===== src/rtl/comb_pkg.sv =====
// Shared definitions for the r-of-N combination mask generator: state
// encoding and the trailing-zero helper used by Gosper's successor.
package comb_pkg;

  localparam logic [1:0] ST_IDLE = 2'd0;
  localparam logic [1:0] ST_RUN  = 2'd1;
  localparam logic [1:0] ST_FIN  = 2'd2;

  typedef enum logic [1:0] {
    S_IDLE = ST_IDLE,
    S_RUN  = ST_RUN,
    S_FIN  = ST_FIN
  } state_e;

  // Index of the lowest set bit; 32 when the vector is zero. The loop runs
  // downwards so the last (lowest) hit wins -- a priority encoder in hardware.
  function automatic int trailing_zeros(input logic [31:0] v);
    int tz;
    tz = 32;
    for (int i = 31; i >= 0; i--) begin
      if (v[i]) tz = i;
    end
    return tz;
  endfunction

endpackage


===== src/rtl/comb_next_mask.sv =====
// Gosper's successor: the next larger SIZE-bit value with the same popcount.
// Evaluated in SIZE+1 bits so running off the top shows up as wrap.
module comb_next_mask
  import comb_pkg::*;
#(
  parameter int SIZE = 5
) (
  input  logic [SIZE-1:0] x,
  output logic [SIZE-1:0] nxt,
  output logic            wrap
);

  logic [SIZE:0] xe;
  logic [SIZE:0] lsb;
  logic [SIZE:0] sum;
  logic [SIZE:0] ripple;
  logic [SIZE:0] full;

  // Isolate the lowest one, carry it upward, then refill the freed ones at the bottom.
  always_comb begin
    xe     = {1'b0, x};
    lsb    = xe & (-xe);
    sum    = xe + lsb;
    ripple = ((sum ^ xe) >> 2) >> trailing_zeros(32'(xe));
    full   = sum | ripple;
  end

  assign nxt  = full[SIZE-1:0];
  assign wrap = full[SIZE];

endmodule


===== src/rtl/comb_mask_generator.sv =====
// Streams every SIZE-bit mask with exactly r ones, in ascending order, one
// per valid/ready transfer. rst_n is expected to be deasserted synchronously
// by the upstream reset tree.
module comb_mask_generator
  import comb_pkg::*;
#(
  parameter int SIZE      = 5,
  parameter int R_WIDTH   = 3,
  parameter int IDX_WIDTH = 8
) (
  input  logic                 clk,
  input  logic                 rst_n,
  input  logic                 start,
  input  logic [R_WIDTH-1:0]   r,
  output logic [SIZE-1:0]      mask,
  output logic                 mask_valid,
  input  logic                 mask_ready,
  output logic                 mask_last,
  output logic [IDX_WIDTH-1:0] mask_idx,
  output logic                 busy,
  output logic                 done,
  output logic                 err
);

  state_e               state_q;
  logic [SIZE-1:0]      mask_q;
  logic                 valid_q;
  logic                 last_q;
  logic [IDX_WIDTH-1:0] idx_q;
  logic                 busy_q;
  logic                 done_q;
  logic                 err_q;

  logic [SIZE-1:0]      first_mask;
  logic                 r_too_big;
  logic [SIZE-1:0]      succ_mask;
  logic                 succ_wrap;
  logic [SIZE-1:0]      step_mask;
  logic [SIZE-1:0]      load_mask;
  logic                 load_wrap;
  logic                 load_last;

  // Lowest combination for the requested count: the r low bits set.
  // NOTE: every always_comb output gets a value on every path (here via the
  // loop covering all bits), otherwise synthesis infers a latch.
  always_comb begin
    for (int i = 0; i < SIZE; i++) begin
      first_mask[i] = (i < int'(r));
    end
  end

  assign r_too_big = int'(r) > SIZE;

  comb_next_mask #(.SIZE(SIZE)) u_step (
    .x    (mask_q),
    .nxt  (succ_mask),
    .wrap (succ_wrap)
  );

  // Never advance past the top combination, even if asked to.
  assign step_mask = succ_wrap ? mask_q : succ_mask;

  // The value about to be loaded; its own successor decides mask_last so the
  // flag is registered together with the mask it describes.
  assign load_mask = (state_q == S_IDLE) ? first_mask : step_mask;

  comb_next_mask #(.SIZE(SIZE)) u_ahead (
    .x    (load_mask),
    .nxt  (),
    .wrap (load_wrap)
  );

  // r == 0 has no successor at all (Gosper maps 0 to 0), so flag it directly.
  assign load_last = load_wrap | (load_mask == '0);

  // Control FSM with registered outputs: start/err in IDLE, handshake in RUN, done in FIN.
  // NOTE: sequential state uses non-blocking assignments so every register
  // samples the pre-edge values regardless of statement order.
  always_ff @(posedge clk or negedge rst_n) begin
    if (!rst_n) begin
      state_q <= S_IDLE;
      mask_q  <= '0;
      valid_q <= 1'b0;
      last_q  <= 1'b0;
      idx_q   <= '0;
      busy_q  <= 1'b0;
      done_q  <= 1'b0;
      err_q   <= 1'b0;
    end else begin
      done_q <= 1'b0;
      err_q  <= 1'b0;
      case (state_q)
        S_IDLE: begin
          if (start) begin
            if (r_too_big) begin
              err_q <= 1'b1;
            end else begin
              state_q <= S_RUN;
              busy_q  <= 1'b1;
              valid_q <= 1'b1;
              idx_q   <= '0;
              mask_q  <= load_mask;
              last_q  <= load_last;
            end
          end
        end
        S_RUN: begin
          if (valid_q && mask_ready) begin
            if (last_q) begin
              valid_q <= 1'b0;
              busy_q  <= 1'b0;
              done_q  <= 1'b1;
              state_q <= S_FIN;
            end else begin
              mask_q <= load_mask;
              idx_q  <= idx_q + IDX_WIDTH'(1);
              last_q <= load_last;
            end
          end
        end
        S_FIN: begin
          state_q <= S_IDLE;
        end
        default: begin
          state_q <= S_IDLE;
        end
      endcase
    end
  end

  assign mask       = mask_q;
  assign mask_valid = valid_q;
  assign mask_last  = last_q;
  assign mask_idx   = idx_q;
  assign busy       = busy_q;
  assign done       = done_q;
  assign err        = err_q;

endmodule


===== config.mk =====
export PLATFORM = sky130hd
export DESIGN_NAME = comb_mask_generator
export DESIGN_NICKNAME = d
export VERILOG_FILES = /design/src/rtl/comb_pkg.sv /design/src/rtl/comb_next_mask.sv /design/src/rtl/comb_mask_generator.sv
export SDC_FILE = /design/constraint.sdc
export NUM_CORES = 1
export LEC_CHECK = 0
export CAP_MARGIN = 15
export CORE_AREA = 2 2 63 65
export DETAILED_ROUTE_END_ITERATION = 10
export DIE_AREA = 0 0 65 67
export PLACE_DENSITY = 0.58
export SYNTH_ARGS = -nofsm -noshare
export SYNTH_HDL_FRONTEND = slang
export SYNTH_SLANG_ARGS = --single-unit

===== constraint.sdc =====
create_clock -name clk -period 1.81 [get_ports clk]
set_clock_uncertainty 0.1 [all_clocks]
set_input_delay 0.362 -clock clk [delete_from_list [all_inputs] [get_ports clk]]
set_output_delay 0.362 -clock clk [all_outputs]
set_load 0.03 [all_outputs]

==> results of run 1 <==
-- power groups by stage --
stage / registers [mW] / clock network [mW] / logic, mW
2_1_floorplan: 0.486 / 0 / 0.0568
3_3_place_gp: 0.465 / 0 / 0.158
3_5_place_dp: 0.466 / 0 / 0.160
4_1_cts: 0.457 / 0.307 / 0.154
5_1_grt: 0.461 / 0.333 / 0.165
6_report: 0.457 / 0.300 / 0.154
-- routing by layer --
layer  vias up  global-route usage (%)  part of all wire [%]
met1       469                   18.33                    46
met3         4                   1.689                   2.4
met2        15                   22.42                    49
met4         0                   6.383                   2.1
li1        477                       -                     -
met5         -                       0                     0
-- cell usage after synthesis, drive strengths merged, types with 2 or more instances --
cell / count / area, sq um
a31o: 2 / 17.52
o21ai: 6 / 30.03
nor2: 12 / 55.06
nand2b: 3 / 26.27
a21o: 3 / 22.52
nor2b: 6 / 37.54
nand2: 8 / 30.03
xnor2: 4 / 35.03
a21oi: 10 / 53.80
dfrtp: 19 / 475.5
nor3b: 2 / 15.01
buf: 4 / 25.02
mux2: 4 / 45.04
and3: 2 / 12.51
nor4: 2 / 25.02
nand3: 3 / 20.02
nor3: 2 / 10.01
-- layout make-up --
class / instances / area share [%]
Clock buffer: 4 / 2.837
Inverter: 1 / 0.2364
Tap cell: 48 / 3.783
Multi-Input combinational cell: 85 / 40.98
Timing Repair Buffer: 40 / 22.06
Sequential cell: 19 / 30.10
-- registers in the layout, indices dropped and copies added, names as in the netlist --
register / cells
busy: 1
mask_last: 1
mask: 5
state_q: 2
mask_idx: 8
err: 1
done: 1
-- timing repair --
action	4_1_cts	5_1_grt
pin swaps	0	3
endpoints found under the setup margin	17	5
cloned	0	0
resized for setup	15	10
setup buffers	0	0
-- cell families after synthesis --
family,Yosys count
AOI/OAI and AO/OA,30
xor gates and xnor gates,4
adders and majority gates,1
buffers and inverters,5
DFF,19
muxes,5
and+or+nand+nor,45
-- per-stage QoR --
step,instances,cell area (sq um)
6_report,197,1588
5_1_grt,197,1588
4_1_cts,197,1554
3_5_place_dp,193,1524
3_3_place_gp,193,1524
2_1_floorplan,109,1129
-- worst max-delay path by stage --
stage,startpoint,to,slack (ps),depth (start not counted)
after CTS,state_q[0],mask_last,10,6
after detailed placement,start,mask_idx[6],-310,6
after global routing,mask_idx[7],mask_idx[7],10,1
after floorplan,mask[3],mask_last,60,6
after global placement,start,mask_idx[4],-290,6
final,mask_idx[7],mask_idx[7],60,1
==> summary.txt, run 1 <==
Run
  • Max-cap violation count: 0

Worst setup path
  • Largest stage delay, worst path: 670 ps
  • WP buf/inv: 1
  • Crit-path leading delay family: buffers and inverters
  • Worst Setup End Kind: output pin
  • Worst r2r path cells: 5
  • Crit path cell chain: clkdlybuf4s50_1
  • Required time worst endpoint: 1350 ps
  • Worst r2r dst: mask_last
  • Worst r2r src: mask[1]
  • Critical Path AT: 1290 ps
  • Reg-to-reg slack, setup: 130 ps
  • Critical-path top delay cell: clkdlybuf4s50_1
  • Critical Setup Path Class: reg2out
  • Startpoint Class: register
  • CP Max Fanout: 2

Pwr
  • Clock network power share: 32.9%
  • Sw Share: 26.73%
  • Internal power: 667.8 uW
  • Leakage power: 0.7417 nW
  • Final Power: 911.4 uW
  • Part of the power in combinational logic: 16.9%
  • Net Switching: 243.6 uW
  • Worst VDD drop: 0.0002183 V
  • Pwr/cell area: 574.0 nW/um^2
  • Flop pwr share: 50.2%

Synth
  • Post-Synth Simple-Gate Area: 25.83%
  • Compound-Gate Fraction of Synth Area: 20.40%
  • Largest family of logic cells by synthesized area: simple AND/OR/NAND/NOR gates
  • Post-Synthesis Cells: 109
  • Ys flop type: dfrtp_1
  • Yosys Warn Count: 0
  • Synthesized area per cell: 10.35 sq um
  • Post-Synth Adder-Cell Area: 1.109%
  • Distinct cells, synth: 40
  • Synth Area in XOR/XNOR: 3.104%
  • Mux cell area share after synthesis: 4.878%
  • Seq cells post-synth: 19
  • EDFF count, synth: 0
  • FFs w/ async S/R, synth: 100.0%
  • Register area share after synthesis: 42.13%
  • Mapped cell area: 1129 sq um
  • Synthesized net count: 117

Cells and area
  • # diodes: 0
  • Most common cell after layout, fill and taps aside: dfrtp_1
  • Fill count: 347
  • Area taken by multi-input logic gates: 650.6 sq um
  • Share of cells above drive strength 1: 24.16%
  • Most frequent cells in the layout: dfrtp_1, buf_4, dlygate4sd2_1
  • Area grow syn2layout: 40.69%
  • Util after Layout: 44.03%
  • Seq. cell area: 478.0 sq um
  • Net count reported at finish: 158

Hold path
  • Worst Hold Launch: start
  • Hold Path Depth: 3
  • HP Class: in2reg
  • Hold path endpoint: err

Clock network
  • CTS Hold Bufs: 0
  • Clock Latency Late Sink: 260 ps
  • CTS tree: done
  • CTS clock-pin slew for the worst setup and hold paths: 70 ps
  • Clock buffer depth: 2
  • # H-tree levels: 1
  • CTS Sinks: 19
  • CTS root buffer: clkbuf_8
  • CTS Buf Count: 3

STA
  • F_max: 0.5700 GHz
  • Worst-Margin Slew: 313.7 ps
  • Tmin final: 1754 ps
  • RSZ-0062 raised after global routing: no
  • Tcrit/Tclk final: 96.92%
  • Worst hold slack: 306.3 ps
  • Slew Limit Fails: 0
  • Final setup vio count: 0
  • Worst Slack Setup Final: 55.75 ps
  • Endpoints failing hold: 0
  • Setup TNS: 0 ps
  • Max_slew headroom: 79.05%

Drt
  • Number of remaining DRC errors: 0
  • Final WL: 2.672 mm
  • Final ANT Viol Nets: 0
  • Drt pass-1 iters: 4
  • Number of vias per cell: 4.898
  • Vias: 965
  • DR iter-0 viols: 37
  • Wire per inst: 13.56 um

Global route
  • Vias in the first global route: 979
  • Gr usage total: 13.83%
  • Initial antenna violation count: 0
  • First-pass GRT wire length: 4.602 mm
  • Largest net degree at the start of global routing: 20
  • Total grt overflow: 0

Outcome
  • Status: finished clean

Placement
  • I/O Buffers: 24
  • DP HPWL: 2.017 mm
  • Dpl ws: -314.4 ps
  • Gp weighted congestion: 0.7742

Floorplanning
  • Die X: 65 um
  • DIE HEIGHT: 67 um
  • Initial Utilization: 31.30%
  • Die area: 4355 sq um
  • Rows: 22
  • Core region area: 3606 sq um
  • Num ports: 25
Note: power is estimated with default switching activity, not from simulation.
==> run 2: changes to the inputs <==
--- a/config.mk
+++ b/config.mk
@@ -7,6 +7,7 @@
 export LEC_CHECK = 0
 export CAP_MARGIN = 15
 export CORE_AREA = 2 2 63 65
+export CTS_CLUSTER_DIAMETER = 150
 export DETAILED_ROUTE_END_ITERATION = 10
 export DIE_AREA = 0 0 65 67
 export PLACE_DENSITY = 0.58
==> results of run 2 <==
No change in the layout: final DEF, timing and power equal those of run 1.
==> variant: new RTL, flow settings as in run 1 <==
Set the parameter `IDX_WIDTH` to 10 (it was 8).
--- a/src/rtl/comb_mask_generator.sv
+++ b/src/rtl/comb_mask_generator.sv
@@ -8,3 +8,3 @@
   parameter int R_WIDTH   = 3,
-  parameter int IDX_WIDTH = 8
+  parameter int IDX_WIDTH = 10
 ) (
Interface: changed (resized mask_idx); port bits go from 25 to 27. The function was not compared with the original's and may differ.
==> variant against run 1 <==
  * Setup slack better by 0.038 ns
  * Routed wire length is 17% higher
  * Synthesized area is 12% higher
  * Critical path depth is 4 higher
  * Core utilization is 7.1 points higher
  * Sequential cell count is 2 higher
  * Count of clock-buffer cells in the layout is 1 lower
  * Maximum frequency is 2.2% higher
  * Design area is 16% higher
  * Largest cell class unchanged
  * Highest routed layer unchanged
Power is not compared: it rests on default switching activity, and its combinational part moved more than twofold at a synthesized area within 25%.
==> variant: results <==
[global_routing]
grt.met2_usage_pct = 25.0
groute.layer.met3.usage_pct = 3.04
groute.usage.overall_pct = 15.4
grt_first_pass_wirelength_um = 5250
groute.layer.met1.usage_pct = 21.0

[synth]
synthCells = 133
yosysUniqueCellTypes = 42
synth.top_cells.by_area = sky130_fd_sc_hd__dfrtp_1 42%, sky130_fd_sc_hd__nor2_1 5.7%, sky130_fd_sc_hd__xnor2_1 5.6%
synth_compound_gate_area_share_pct = 15.3
synth_adder_area_share_pct = 0.994
yosys-top-cells-count = 21 x sky130_fd_sc_hd__dfrtp_1, 19 x sky130_fd_sc_hd__nor2_1, 10 x sky130_fd_sc_hd__nand2_1
net_count_after_synthesis = 141

[placement]
dpl.hpwl_um = 2290
routabilityCongestion = 0.831
dpl_cell_area_um2 = 1670
place_inst = 216

[route]
route.final.wire_length_um = 3140
route.met3.wl_um = 125
wl_met1_um = 1500
wl_met2_um = 1500
vias = 1152

[layout]
relative_area_of_clock_buffers_and_inverters_in_the_final_design_pct = 2.51
nClkBuffers = 3
num-fill-cells = 328
non_clock_buffer_count = 45
largest_register_ff_count = 10
area.share.sequential_pct = 28.6
multi_input_comb_area_um2 = 805
final_instance_area_um2 = 1850
non_clock_buffer_area_share_pct = 21.8

[status]
status = complete, no violations

[worst_setup_path]
worst_ep_arrival_time_ns = 1.80
cp_max_fo = 7
startpoint = state_q[0]

[sta]
worst-slew-pin-transition_ns = 0.425
==> variant: changes by cell type after synthesis, sizes merged, moves of 3 or more <==
cell and change:
nor2 +8, a21o -3, xnor2 +4, nand3 +3
clkbuf +3
==> variant: critical path: stages, from the launching register on <==
cell and delay [ns]:
sky130_fd_sc_hd__dfrtp_2 0.45, sky130_fd_sc_hd__or2_1 0.30, sky130_fd_sc_hd__or4_4 0.43, sky130_fd_sc_hd__o21ai_2 0.10, sky130_fd_sc_hd__mux2i_1 0.11, sky130_fd_sc_hd__o21ai_1 0.15
==> variant: final timing paths <==
kind / end / slack [ns] / cells after the start
min: mask[3] / 0.35 / 2
min reg2reg: mask_idx[9] / 0.46 / 2
max reg2reg: mask_last / 0.09 / 5
min in group clk: state_q[0] / 0.39 / 4
max in group asynchronous: state_q[0] / 1.02 / 2
max: mask_last / 0.09 / 5
==> variant: what timing repair did <==
action,4_1_cts,5_1_grt
resized for setup,28,14
setup endpoints to repair,27,13
setup buffers,1,2
pin swaps,5,7
